### config.mk
export PLATFORM = sky130hd
export DESIGN_NAME = glb_intr_collector
export DESIGN_NICKNAME = d
export VERILOG_FILES = /design/src/rtl/glb_intr_collector.sv
export SDC_FILE = /design/constraint.sdc
export NUM_CORES = 1
export LEC_CHECK = 0
export CORE_MARGIN = 2
export CORE_UTILIZATION = 50
export DETAILED_ROUTE_END_ITERATION = 8
export GPL_TIMING_DRIVEN = 0
export HOLD_SLACK_MARGIN = 0.06
export PLACE_DENSITY = 0.75
export SLEW_MARGIN = 25
export SYNTH_ARGS = -nofsm -noshare
export SYNTH_HDL_FRONTEND = slang
export SYNTH_SLANG_ARGS = --single-unit
export TNS_END_PERCENT = 10
### constraint.sdc
create_clock -name clk -period 5.34 [get_ports clk]
set_input_delay 0.801 -clock clk [delete_from_list [all_inputs] [get_ports clk]]
set_output_delay 0.801 -clock clk [all_outputs]
set_load 0.005 [all_outputs]
### src/rtl/glb_intr_collector.sv
// Collects per-tile GLB interrupt pulses into sticky W1C status, level IRQs and per-class all-done pulses.
// Optional: define GLB_INTR_MASK_EN to add per-class tile mask registers at addresses 4..6.
module glb_intr_collector #(
    parameter int NUM_GLB_TILES  = 16,
    parameter int CFG_ADDR_WIDTH = 3
) (
    input  logic                      clk,
    input  logic                      reset,
    input  logic [NUM_GLB_TILES-1:0]  strm_f2g_interrupt_pulse,
    input  logic [NUM_GLB_TILES-1:0]  strm_g2f_interrupt_pulse,
    input  logic [NUM_GLB_TILES-1:0]  pcfg_g2f_interrupt_pulse,
    input  logic                      cfg_wr_en,
    input  logic                      cfg_rd_en,
    input  logic [CFG_ADDR_WIDTH-1:0] cfg_addr,
    input  logic [NUM_GLB_TILES-1:0]  cfg_wr_data,
    output logic [NUM_GLB_TILES-1:0]  cfg_rd_data,
    output logic                      cfg_rd_data_valid,
    output logic                      interrupt_f2g,
    output logic                      interrupt_g2f,
    output logic                      interrupt_pcfg,
    output logic [2:0]                all_done_pulse
);
    localparam int NC = 3;
    localparam logic [CFG_ADDR_WIDTH-1:0] ADDR_EXPECTED = CFG_ADDR_WIDTH'(3);

    logic [NUM_GLB_TILES-1:0] pulse    [NC];
    logic [NUM_GLB_TILES-1:0] stat_all [NC];
`ifdef GLB_INTR_MASK_EN
    logic [NUM_GLB_TILES-1:0] mask_all [NC];
`endif
    logic [NC-1:0]            irq_all;
    logic [NC-1:0]            done_all;

    logic [NUM_GLB_TILES-1:0] expected_q, expected_d;
    logic                     exp_wr;
    logic [NUM_GLB_TILES-1:0] rd_data_q, rd_data_d;
    logic                     rd_valid_q;

    assign pulse[0] = strm_f2g_interrupt_pulse;
    assign pulse[1] = strm_g2f_interrupt_pulse;
    assign pulse[2] = pcfg_g2f_interrupt_pulse;

    assign exp_wr     = cfg_wr_en && (cfg_addr == ADDR_EXPECTED);
    assign expected_d = exp_wr ? cfg_wr_data : expected_q;

    genvar gi;
    generate
        for (gi = 0; gi < NC; gi++) begin : g_class
            logic [NUM_GLB_TILES-1:0] stat_q, stat_d;
            logic [NUM_GLB_TILES-1:0] seen_q, seen_d, seen_nxt;
            logic [NUM_GLB_TILES-1:0] mask_d;
            logic                     stat_wr;
            logic                     irq_q, irq_d;
            logic                     done_q, done_d;

            assign stat_wr = cfg_wr_en && (cfg_addr == CFG_ADDR_WIDTH'(gi));

`ifdef GLB_INTR_MASK_EN
            logic [NUM_GLB_TILES-1:0] mask_q;
            logic                     mask_wr;
            assign mask_wr = cfg_wr_en && (cfg_addr == CFG_ADDR_WIDTH'(gi + 4));
            assign mask_d  = mask_wr ? cfg_wr_data : mask_q;
            assign mask_all[gi] = mask_q;

            always_ff @(posedge clk or posedge reset) begin
                if (reset) mask_q <= '0;
                else       mask_q <= mask_d;
            end
`else
            assign mask_d = '0;
`endif

            // Pulse set wins over a same-cycle W1C; the completion tracker ignores W1C entirely.
            always_comb begin
                stat_d   = (stat_q & ~(stat_wr ? cfg_wr_data : '0)) | pulse[gi];
                seen_nxt = (exp_wr ? '0 : seen_q) | pulse[gi];
                done_d   = (expected_q != '0) && ((seen_nxt & expected_q) == expected_q);
                seen_d   = done_d ? '0 : seen_nxt;
                irq_d    = |(stat_d & ~mask_d);
            end

            always_ff @(posedge clk or posedge reset) begin
                if (reset) begin
                    stat_q <= '0;
                    seen_q <= '0;
                    irq_q  <= 1'b0;
                    done_q <= 1'b0;
                end else begin
                    stat_q <= stat_d;
                    seen_q <= seen_d;
                    irq_q  <= irq_d;
                    done_q <= done_d;
                end
            end

            assign stat_all[gi] = stat_q;
            assign irq_all[gi]  = irq_q;
            assign done_all[gi] = done_q;
        end
    endgenerate

    // Read captures register contents before any same-cycle update.
    always_comb begin
        rd_data_d = '0;
        if (cfg_rd_en) begin
            for (int k = 0; k < NC; k++) begin
                if (cfg_addr == CFG_ADDR_WIDTH'(k)) rd_data_d = stat_all[k];
`ifdef GLB_INTR_MASK_EN
                if (cfg_addr == CFG_ADDR_WIDTH'(k + 4)) rd_data_d = mask_all[k];
`endif
            end
            if (cfg_addr == ADDR_EXPECTED) rd_data_d = expected_q;
        end
    end

    always_ff @(posedge clk or posedge reset) begin
        if (reset) begin
            expected_q <= '0;
            rd_data_q  <= '0;
            rd_valid_q <= 1'b0;
        end else begin
            expected_q <= expected_d;
            rd_data_q  <= rd_data_d;
            rd_valid_q <= cfg_rd_en;
        end
    end

    assign cfg_rd_data       = rd_data_q;
    assign cfg_rd_data_valid = rd_valid_q;
    assign interrupt_f2g     = irq_all[0];
    assign interrupt_g2f     = irq_all[1];
    assign interrupt_pcfg    = irq_all[2];
    assign all_done_pulse    = done_all;

endmodule

# [Word-level counts from Yosys, hierarchy flattened]
# Cells that the tools add are included.
[word_totals] reg_bits=135 input_bits=71 output_inout_bits=23 wordCells=62
[classes] eq_ne=6 mux=14 bitwise=15 n_reduce_logical=12
[op_table] op="$mux W16" count=14
[op_table] op="$and A16 B16 Y16" count=6
[op_table] op="$or A16 B16 Y16" count=6
[op_table] op="$eq A16 B16 Y1" count=3
[op_table] op="$not A16 Y16" count=3
[op_table] op="$reduce_or A16 Y1" count=3
[op_table] op="$reduce_bool A16 Y1" count=1
[op_table] op="$logic_and A1 B1 Y1" count=7
[op_table] op="$eq A3 B2 Y1 const B" count=2
[op_table] op="$eq A3 B1 Y1 const B" count=1
[op_table] op="$logic_not A3 Y1" count=1

# [Longest topological paths before layout]
[logic_depth] ltp_word=8 ltp_mapped=8 ltp_nobuf=5

# [Worst setup path after synthesis]
# No wires, ideal clock.
[synth_path] kind="input to register" start="input port cfg_addr[0]" end="register g_class[0].irq_q, in the netlist interrupt_f2g" setup_time_ns=0.131 t_arrival_ns=2.341 required_ns=5.209 slack_ns=2.868 cell_stages=6 n_path_buf=1 cell_sequence="nor4b_4 > buf_6 > nand2_1 > a21o_1 > or4_1 > or3_1"
[synth_via] elab_chain_cells=7
[synth_lines] item="start: declaration" line="14" source="input logic [CFG_ADDR_WIDTH-1:0] cfg_addr,"
[synth_lines] item="$logic_not A3 Y1" line="56" source="assign stat_wr = cfg_wr_en && (cfg_addr == CFG_ADDR_WIDTH'(gi));"
[synth_lines] item="$logic_and A1 B1 Y1" line="56"
[synth_lines] item="$mux W16" line="75" source="stat_d = (stat_q & ~(stat_wr ? cfg_wr_data : '0)) | pulse[gi];"
[synth_lines] item="$not A16 Y16" line="75"
[synth_lines] item="$and A16 B16 Y16" line="75"
[synth_lines] item="$or A16 B16 Y16" line="75"
[synth_lines] item="named net g_class[0].stat_d[3]" line="49" source="logic [NUM_GLB_TILES-1:0] stat_q, stat_d;"
[synth_lines] item="$reduce_or A16 Y1" line="79" source="irq_d = |(stat_d & ~mask_d);"
[synth_lines] item="named net g_class[0].irq_d" line="53" source="logic irq_q, irq_d;"
[synth_lines] item="end signal: assignment" line="91" source="irq_q <= irq_d;"
[synth_lines] item="end: declaration" line="53"
# The timed path passes the listed nets, and every way through them passes these cells.
# A chain may end at the register's enable or synchronous reset.

# [Worst setup path after layout]
[layout_path] start="input port cfg_addr[2]" end="register g_class[2].seen_q[13]"
[layout_via] elab_chain_cells=8
[layout_lines] item="$eq A3 B2 Y1 (*)" line="43" source="assign exp_wr = cfg_wr_en && (cfg_addr == ADDR_EXPECTED);"
[layout_lines] item="$logic_and A1 B1 Y1 (*)" line="43"
[layout_lines] item="$mux W16 (*)" line="76" source="seen_nxt = (exp_wr ? '0 : seen_q) | pulse[gi];"
[layout_lines] item="$or A16 B16 Y16 (*)" line="76"
[layout_lines] item="$and A16 B16 Y16" line="77" source="done_d = (expected_q != '0) && ((seen_nxt & expected_q) == expected_q);"
[layout_lines] item="$eq A16 B16 Y1" line="77"
[layout_lines] item="$logic_and A1 B1 Y1" line="77"
[layout_lines] item="$mux W16 (*)" line="78" source="seen_d = done_d ? '0 : seen_nxt;"
[layout_lines] item="named net g_class[2].seen_d[13]" line="50" source="logic [NUM_GLB_TILES-1:0] seen_q, seen_d, seen_nxt;"
[layout_lines] item="end signal: assignment" line="90" source="seen_q <= seen_d;"
[layout_lines] item="end: declaration" line="50"
# Mark *: on every way through the listed nets, which the timed path passes. The rest lies on a longest branch.

==> results.md <==
* Status: finished clean
* #FFs+latches synth at 135
* Core area at 11,500 um2
* Crit path capture type: flop
* Final Cycle Share at 65.0%
* Syn_nets at 595
* Post-route setup TNS at 0 ns
* Final clock skew at 0.00679 ns
* Max VDD drop at 0.255 mV
* TritonCTS Sinks at 135
* Die X at 113 um
* Avg Inst Size Synth at 11.2 um2
* DR WL/cell at 23.3 um
* Fmax at 288 MHz
* Crit path required time at 5.64 ns
* Max Buffers Root-to-Sink at 2
* Die area at 12,700 um2
* Number of vias per cell at 6.35
* Nets at 708
* Final setup violation count at 0
* Worst slew pin tran at 0.776 ns
* Final wirelength at 18,500 um
* Post-route ant nets at 0
* Async SR Flop Fraction at 100%
* PostCTS Resize Cnt at 0
* Worst-path clk slew at 0.06 ns
* Syn. warnings at 0
* Buf/Inv on CP at 4
* CP Max Fanout at 10
* Worst Path Arrival at 3.77 ns
* R2R Setup Slk at 3.03 ns
* RSZ-0062 raised after global routing: false
* DR vias at 5,035
* Slew HR at 46.9%
* Drt first-iter violations at 560
* # rows at 39
* Initial antenna violation count at 0
* Dpl ws at 1.54 ns
* PortBufs at 93
* Placed cells at 761
* Synth area leaders: dfrtp_1, a21oi_1, mux2_2, a21o_1, a2111oi_0
* Number of global-route vias before repair at 5,074
* Later-pin clock latency in the skew report at 0.43 ns
* Distinct cell type count after synthesis at 37
* Crit-path slowest cell: a2111oi_0
* Slowest stage delay, CP at 0.74 ns
* Ys flop type: dfrtp_1
* First-pass GRT wire length at 29,000 um
* Crit path max-delay family: buffers and inverters
* CP Class: primary input to flop
* Die height at 113 um
* CTS H-tree depth at 4
* I/O pin cnt at 94
* Starting Density at 51.4%
* Share of cells above drive strength 1 at 15.5%
* Filler cell count in the final layout at 874
* Final Worst Setup Slack at 1.87 ns
* Hold Crit Class: flop to flop
* Critical Path Start Type: primary input
* CTS root buffer: clkbuf_16
* Pwr/cell area at 437 nW/um2
* Register area share after synthesis at 57.3%
* Total gr overflow at 0
* Cells after Synth at 524
* P_leak at 2.83 nW
* Final Hold Fails at 0
* Non-filler cells, final at 793
* Tmin final at 3.47 ns
* Final slew viol count at 0
* Cell taking the most area after synthesis: dfrtp_1
* CP dominant cell by count: buf_2
* Routability Congestion at 0.912
* CP cell instances: clkdlybuf4s50_1 -> nand4b_1 -> buf_2 -> a21oi_1 -> a2111oi_0 -> and3_1 -> buf_2 -> buf_2 -> a21oi_1
* GRT Util Overall at 30.8%
* # DRC at 0
* Largest net degree at the start of global routing at 71
* DR pass1 iterations at 5
* CTS tree: done
* CTS buffer count at 17
* Final HPWL DP at 13,600 um
* Post-synth top area share at 57.3%
* Layout area overhead at 29.7%
* EDFF count, synth at 0
* Hold buffers post-CTS at 0
* Postcts setup bufs at 0
* Diode count at 0
* Maxcap violations at 0
* Netlist Area Pre-Place at 5890 um2
==> power by group <==
part	switching [W]	total (W)	internal [W]	leakage, nW
Combinational	0.000411	0.000732	0.000321	1.10
Clock	0.000445	0.00120	0.000753	0.291
Sequential	0.000148	0.00141	0.00126	1.44
Total	0.00100	0.00334	0.00233	2.83
==> metrics by stage <==
step | instance area (um2) | utilization [%] | power (W) | hold WS, ns
final | 7640 | 66.7 | 0.00334 | 0.496
after floorplan | 5890 | - | 0.00183 | 0.456
after global routing | 7640 | 66.7 | 0.00348 | 0.514
after CTS | 7640 | 66.7 | 0.00333 | 0.489
after global placement | 7000 | 61.1 | 0.00209 | 0.470
after detailed placement | 7040 | 61.4 | 0.00213 | 0.476
==> path summary, 6_finish.rpt <==
| path | from | end | depth (start not counted) |
|---|---|---|---|
| min in group asynchronous | reset | g_class[1].stat_q[4] | 2 |
| max in group asynchronous | reset | g_class[2].seen_q[14] | 3 |
| max reg2reg | expected_q[12] | g_class[2].seen_q[13] | 7 |
| max | cfg_addr[2] | g_class[2].seen_q[13] | 9 |
| min | g_class[0].stat_q[4] | g_class[0].stat_q[4] | 1 |
| min reg2reg | g_class[0].stat_q[4] | g_class[0].stat_q[4] | 1 |
==> layer usage <==
layer / wire [um] / track usage, % / part of all wire, % / up-vias
li1: - / - / - / 2177
met1: 7170 / 40.7 / 39 / 2476
met2: 8640 / 46.9 / 47 / 320
met3: 1990 / 8.80 / 11 / 62
met4: 712 / 15.3 / 3.8 / 0
met5: 0 / 0 / 0 / -
==> worst register-to-register path: stages, from the launching register on <==
cell	delay [ns]
dfrtp_1	0.52
nand2b_1	0.14
a21oi_1	0.04
a2111oi_0	0.71
and3_1	0.25
buf_2	0.18
buf_2	0.24
a21oi_1	0.10
==> kinds of logic (layout without fill, tap and decap cells) <==
group                  count (synthesis)  in the layout  synth area share [%]
flip-flops                           135            135                  57.3
AND/OR/NAND/NOR                      107            107                  10.3
AO/OA/AOI/OAI                        213            213                  22.3
multiplexers                          32             32                  7.07
buffers and inverters                 37            163                  3.08
==> layout by cell type, fill, tap and decap left out, types with 7 or more instances in the layout <==
master	synthesis	final
clkbuf_1	13	13
mux2_2	27	27
a21o_1	36	36
a22oi_1	10	10
or2_2	12	12
buf_2	16	16
a21boi_1	7	7
nand2_1	35	35
and2_1	8	8
clkdlybuf4s50_1	0	93
dfrtp_1	135	135
a2111oi_0	16	16
a21oi_1	108	108
nand2b_1	10	10
clkbuf_16	0	17
nor2_1	11	11
o21ai_0	11	11
o22ai_1	11	11
==> cell usage after synthesis, drive strengths merged (4+ instances only) <==
master	number
dfrtp	135
a21oi	108
a21o	36
nand2	35
mux2	27
buf	21
a2111oi	16
clkbuf	13
or2	12
a21boi	11
nor2	11
o21ai	11
o22ai	11
a22oi	10
nand2b	10
and2	8
a211oi	6
or4	6
mux4	5
and3	4
nor4	4
==> final cells by class <==
class,count,area [um2],area share (%)
timing repair buffer,94,958,12.5
inverter,3,18.8,0.245
clock inverter,13,154,2.01
clock buffer,19,453,5.92
multi-input combinational,352,2330,30.5
buffer,34,170,2.23
sequential,135,3380,44.2
tap,143,179,2.34
==> registers in the layout, indices dropped and copies added, names as in the netlist <==
signal	cells
interrupt_f2g	1
interrupt_pcfg	1
cfg_rd_data	16
cfg_rd_data_valid	1
g_class.stat_q	48
g_class.seen_q	48
g_class.done_q	3
interrupt_g2f	1
expected_q	16
(Power assumes the default switching activity.)
